[src/rtl/fpu_mul_arbiter.sv]
// ---------------------------------------------------------------------------
// fpu_mul_arbiter
//   Shares one combinational single-precision multiplier between two
//   requesters. A round-robin arbiter grants one operand pair at a time. The
//   pair is held in internal registers for EXEC_CYCLES cycles, then the product
//   and its flags are captured into a response register. That response is
//   held until the consumer takes it.
//
//   Multiplier behaviour (fpu_mul_core):
//     - round to nearest, ties to even
//     - denormal inputs are treated as zero
//     - a finite result whose rounded exponent is below the normal range is
//       flushed to signed zero and raises underflow
//     - a result that rounds beyond the largest finite value becomes signed
//       infinity and raises overflow
//     - NaN in, or inf * 0, gives the quiet NaN 0x7FC00000
//     - inf * finite gives signed infinity with no flags raised
//
// Parameters
//   EXEC_CYCLES  cycles operands sit at the multiplier before capture (1..15)
//
// Ports
//   clk, rst_n                      clock, async active-low reset
//   req{0,1}_valid/_ready/_a/_b     requester handshakes and IEEE-754 operands
//   rsp_valid/rsp_ready             response handshake
//   rsp_id                          requester that owns the response
//   rsp_result/_overflow/_underflow registered product and flags
//   busy                            FSM is not idle
// ---------------------------------------------------------------------------

module fpu_mul_core (
  input  logic [31:0] a,
  input  logic [31:0] b,
  output logic [31:0] result,
  output logic        overflow,
  output logic        underflow
);

  logic        sign;
  logic [7:0]  ea, eb;
  logic [22:0] fa, fb;
  logic        a_zero, b_zero, a_inf, b_inf, a_nan, b_nan;

  assign sign = a[31] ^ b[31];
  assign ea   = a[30:23];
  assign eb   = b[30:23];
  assign fa   = a[22:0];
  assign fb   = b[22:0];

  // An exponent field of zero covers both true zero and denormals.
  assign a_zero = (ea == 8'd0);
  assign b_zero = (eb == 8'd0);
  assign a_inf  = (ea == 8'hFF) && (fa == 23'd0);
  assign b_inf  = (eb == 8'hFF) && (fb == 23'd0);
  assign a_nan  = (ea == 8'hFF) && (fa != 23'd0);
  assign b_nan  = (eb == 8'hFF) && (fb != 23'd0);

  logic [47:0]        prod;
  logic signed [10:0] e_pre, e_norm, e_rnd;
  logic [23:0]        mant;
  logic               guard, sticky, round_up;
  logic [24:0]        mant_rnd;

  // Both significands lie in [1,2), so the product lies in [1,4).
  assign prod = {24'd0, 1'b1, fa} * {24'd0, 1'b1, fb};

  always_comb begin
    e_pre = $signed({3'b000, ea}) + $signed({3'b000, eb}) - 11'sd127;
    if (prod[47]) begin
      mant   = prod[47:24];
      guard  = prod[23];
      sticky = |prod[22:0];
      e_norm = e_pre + 11'sd1;
    end else begin
      mant   = prod[46:23];
      guard  = prod[22];
      sticky = |prod[21:0];
      e_norm = e_pre;
    end
    round_up = guard & (sticky | mant[0]);
    mant_rnd = {1'b0, mant} + {24'd0, round_up};
    // When rounding carries out, the significand is exactly 2.0. The fraction
    // bits are already zero, so only the exponent needs a bump.
    e_rnd    = mant_rnd[24] ? e_norm + 11'sd1 : e_norm;

    result    = '0;
    overflow  = 1'b0;
    underflow = 1'b0;
    if (a_nan || b_nan || (a_inf && b_zero) || (a_zero && b_inf)) begin
      result = 32'h7FC0_0000;
    end else if (a_inf || b_inf) begin
      result = {sign, 8'hFF, 23'd0};
    end else if (a_zero || b_zero) begin
      result = {sign, 31'd0};
    end else if (e_rnd >= 11'sd255) begin
      result   = {sign, 8'hFF, 23'd0};
      overflow = 1'b1;
    end else if (e_rnd <= 11'sd0) begin
      result    = {sign, 31'd0};
      underflow = 1'b1;
    end else begin
      result = {sign, e_rnd[7:0], mant_rnd[22:0]};
    end
  end

endmodule

module fpu_mul_arbiter #(
  parameter int EXEC_CYCLES = 1
) (
  input  logic        clk,
  input  logic        rst_n,
  input  logic        req0_valid,
  output logic        req0_ready,
  input  logic [31:0] req0_a,
  input  logic [31:0] req0_b,
  input  logic        req1_valid,
  output logic        req1_ready,
  input  logic [31:0] req1_a,
  input  logic [31:0] req1_b,
  output logic        rsp_valid,
  input  logic        rsp_ready,
  output logic        rsp_id,
  output logic [31:0] rsp_result,
  output logic        rsp_overflow,
  output logic        rsp_underflow,
  output logic        busy
);

  localparam logic [3:0] CNT_INIT = 4'(EXEC_CYCLES - 1);

  typedef enum logic [1:0] {IDLE, EXEC, DONE} state_t;

  state_t      state, state_nxt;
  logic [3:0]  cnt;
  logic        last_grant;
  logic [31:0] op_a, op_b;
  logic        op_id;
  logic        grant_vld, grant_id;

  logic [31:0] mul_result;
  logic        mul_ovf, mul_unf;

  // The multiplier only ever sees the operand registers. Requesters may
  // change their inputs freely once they have been accepted.
  fpu_mul_core u_mul (
    .a         (op_a),
    .b         (op_b),
    .result    (mul_result),
    .overflow  (mul_ovf),
    .underflow (mul_unf)
  );

  always_comb begin
    state_nxt  = state;
    grant_vld  = 1'b0;
    grant_id   = 1'b0;
    req0_ready = 1'b0;
    req1_ready = 1'b0;
    unique case (state)
      IDLE: begin
        if (req0_valid || req1_valid) begin
          grant_vld = 1'b1;
          // On a tie, the requester that was not granted last wins.
          // Otherwise, whichever requester is valid wins.
          grant_id   = (req0_valid && req1_valid) ? ~last_grant : req1_valid;
          req0_ready = ~grant_id;
          req1_ready = grant_id;
          state_nxt  = EXEC;
        end
      end
      EXEC: if (cnt == 4'd0) state_nxt = DONE;
      DONE: if (rsp_ready) state_nxt = IDLE;
      default: state_nxt = IDLE;
    endcase
  end

  always_ff @(posedge clk or negedge rst_n) begin
    if (!rst_n) state <= IDLE;
    else        state <= state_nxt;
  end

  always_ff @(posedge clk or negedge rst_n) begin
    if (!rst_n) begin
      cnt           <= 4'd0;
      last_grant    <= 1'b1;   // requester 0 wins the first tie
      op_a          <= '0;
      op_b          <= '0;
      op_id         <= 1'b0;
      rsp_id        <= 1'b0;
      rsp_result    <= '0;
      rsp_overflow  <= 1'b0;
      rsp_underflow <= 1'b0;
    end else begin
      if (grant_vld) begin
        op_a       <= grant_id ? req1_a : req0_a;
        op_b       <= grant_id ? req1_b : req0_b;
        op_id      <= grant_id;
        last_grant <= grant_id;
        cnt        <= CNT_INIT;
      end
      if (state == EXEC) begin
        if (cnt == 4'd0) begin
          rsp_id        <= op_id;
          rsp_result    <= mul_result;
          rsp_overflow  <= mul_ovf;
          rsp_underflow <= mul_unf;
        end else begin
          cnt <= cnt - 4'd1;
        end
      end
    end
  end

  assign rsp_valid = (state == DONE);
  assign busy      = (state != IDLE);

endmodule
[config.mk]
export PLATFORM = sky130hd
export DESIGN_NAME = fpu_mul_arbiter
export DESIGN_NICKNAME = d
export VERILOG_FILES = /design/src/rtl/fpu_mul_arbiter.sv
export SDC_FILE = /design/constraint.sdc
export NUM_CORES = 2
export LEC_CHECK = 0
export BUFFER_PORTS_ARGS = -buffer_cell sky130_fd_sc_hd__clkbuf_2
export CAP_MARGIN = 20
export CORE_AREA = 2 2 249 251
export DETAILED_ROUTE_END_ITERATION = 16
export DIE_AREA = 0 0 251 253
export PLACE_DENSITY = 0.62
export SETUP_SLACK_MARGIN = 0.15
export SYNTH_ARGS = -nofsm -noshare
export SYNTH_HDL_FRONTEND = slang
export SYNTH_SLANG_ARGS = --single-unit
[constraint.sdc]
create_clock -name clk -period 25.2 [get_ports clk]
set_input_delay 3.78 -clock clk [delete_from_list [all_inputs] [get_ports clk]]
set_output_delay 3.78 -clock clk [all_outputs]
set_load 0.01 [all_outputs]
==> reports/metrics.yaml <==
setup_path:
  max_stage_delay_ps: 1000
  required_ps: 25470
  worst-r2r-cell-count: 34
  reg2reg_to: "rsp_result[2]"
  worstSetupStartpointType: "register"
  crit_family: "adder cells"
  critPathCaptureType: "register"
  slowest_stage: "dfrtp_1"
  worst-path-buf-inv: 8
  worst-endpoint-arrival_ps: 11730
  path_class: "reg -> reg"
  crit_fanout: 41
  r2r-start: "op_a[8]"
  r2r_slack_ps: 13740
clock_tree:
  htree_levels: 3
  cts_resized: 0
  cts_buffer_depth: 2
  cts_buffers: 9
  worstSkewPairLatency_ps: 410
  cts_hold_buffers: 0
  clkSlewWorstSetupHoldPaths_ps: 100
  clock_sinks: 107
  cts_tree: "yes"
  post_cts_buffers: 0
  cts_root_buf: "clkbuf_16"
min_path:
  min_path_cells: 2
  whs_endpoint: "rsp_id"
  min_from: "op_id"
  holdCritPathClass: "reg -> reg"
synthesis:
  syn-cell-area_mm2: 0.0270
  synth_nets: 3986
  netlist_instances: 3184
  yosysUniqueCellTypes: 100
  synth_top_area_share_pct: 35.8
  ys_warn_count: 0
  synth.largest_area_cell: "fa_1"
  synth-async-reset-ratio_pct: 100
  avgSynthCellArea_um2: 8.49
  ys_seq_elements: 107
  yosys_most_used_dff: "dfrtp_1"
  synth_area_leaders: "fa_1 36%, dfrtp_1 9.8%, ha_1 8.6%"
  yosysMostFrequentCell: "inv_1"
  seq_area_frac_synth_pct: 9.91
  synth-edff-count: 0
  synth_top_cells_by_count: "597 x inv_1, 483 x fa_1, 435 x nand2_1"
cells_and_area:
  seqCellArea_mm2: 0.00268
  multi_input_area_mm2: 0.0214
  n_fill_cell: 5985
  drive_gt1_share_pct: 9.55
  final_nets: 4053
  area_delta_synth_final_pct: 6.82
timing:
  rsz0062_at_grt: "false"
  worstMarginPinSlew_ps: 1060
  fmax_mhz: 87.2
  drv_slew: 0
  fin_skew_ps: 19.5
  finalSetupViolCount: 0
  period_needed_ps: 11460
  relSlewSlack_pct: 29.0
  finalCritPeriodShare_pct: 45.5
  hold_viol: 0
  tns_ps: 0
floorplanning:
  die_h_um: 253
  die_w_um: 251
  die_area_mm2: 0.0635
  coreArea_mm2: 0.0610
  fp-row-count: 91
  io_pins: 172
  start_util_pct: 44.3
drt:
  drtAntennaViolNets: 0
  num_vias: 22200
  drt_pass1_iterations: 6
  post_drt_wl_per_cell_um: 20.5
  drc_errors: 0
  initialDrtViolationCount: 1886
  avgViaCountPerCell: 5.48
  routed_wirelength_um: 82900
job:
  drv_cap: 0
grt:
  grt_pass1_vias: 22700
  grt_max_degree: 70
  gr-total-overflow: 0
  grt_pass1_wl_um: 132000
  antenna_found_initial: 1
  grt_use_total_pct: 27.0
place:
  hpwl_um: 64700
  gp_congestion: 0.961
  port_buffers: 171
outcome:
  outcome: "finished clean"
-- worst min-delay path: stages, from the launching register on --
cell and delay (ps):
dfrtp_1 350, nand2_1 50, nand2_1 50
-- registers in the layout (all words and copies together) (netlist names) --
name / count
op_a: 32
rsp_id: 1
op_id: 1
rsp_overflow: 1
last_grant: 1
rsp_result: 32
state: 2
cnt: 4
rsp_underflow: 1
op_b: 32
-- worst max-delay path by stage --
stage / start / to / slack, ps / depth (start not counted)
floorplan: op_b[3] / rsp_result[13] / 15130 / 40
global placement: op_a[8] / rsp_result[2] / 14050 / 34
detailed placement: op_a[8] / rsp_result[0] / 13950 / 34
CTS: op_a[8] / rsp_result[2] / 13850 / 34
global route: op_a[8] / rsp_result[0] / 13190 / 34
finish: op_a[8] / rsp_result[2] / 13740 / 34
-- cells in the final DEF (no fill, tap or decap), types with 14 or more instances in the layout --
| cell type | count |
|---|---|
| inv_1 | 597 |
| fa_1 | 483 |
| nand2_1 | 435 |
| and2_1 | 254 |
| ha_1 | 186 |
| clkbuf_2 | 171 |
| nor2_1 | 152 |
| a21oi_1 | 128 |
| o21ai_0 | 117 |
| dfrtp_1 | 106 |
| xnor2_1 | 52 |
| buf_4 | 51 |
| nand3_1 | 41 |
| nor3_1 | 32 |
| nand4_1 | 31 |
| mux2i_1 | 27 |
| xor2_1 | 23 |
| nor4_1 | 23 |
| o31ai_2 | 21 |
| o21a_1 | 20 |
| o22ai_1 | 20 |
| a21o_1 | 17 |
| and3_1 | 15 |
| a31oi_1 | 14 |
-- final cells by class --
| class | count | area share (%) |
|---|---|---|
| Antenna cell | 1 | 0.00867 |
| Clock buffer | 9 | 0.780 |
| Clock inverter | 7 | 0.316 |
| Inverter | 601 | 7.81 |
| Multi-Input combinational cell | 2310 | 74.1 |
| Sequential cell | 107 | 9.28 |
| Tap cell | 790 | 3.42 |
| Timing Repair Buffer | 222 | 4.29 |
-- cells by family (layout without fill, tap and decap cells) --
group / count (synthesis) / after routing / share of synthesized area (%)
xor+xnor: 76 / 76 / 2.52
other cells: 0 / 1 / 0
flops: 107 / 107 / 9.91
buf+inv: 767 / 839 / 11.1
simple gates: 1061 / 1061 / 19.2
fa+ha+maj: 669 / 669 / 44.4
mux: 31 / 31 / 1.17
compound gates: 473 / 473 / 11.7
-- routing by layer --
layer,track usage [%],part of all wire [%],up-vias
li1,-,-,10100
met3,6.33,8.5,100
met4,6.77,2.3,0
met2,41.3,44,805
met5,0,0,-
met1,38.8,45,11100
-- metrics by stage --
step	instances	utilization (%)	area [µm²]	setup slack [ps]	hold WS, ps
final	4047	47.3	28900	13740	481
after global routing	4046	47.3	28900	13190	508
after CTS	4045	47.3	28900	13850	488
after detailed placement	4029	46.8	28600	13950	466
after global placement	4029	46.8	28600	14050	452
after floorplan	3184	-	27000	15130	439
Power is not shown: default switching activity piles up to over one toggle a cycle in this logic, so the estimate is an artifact.
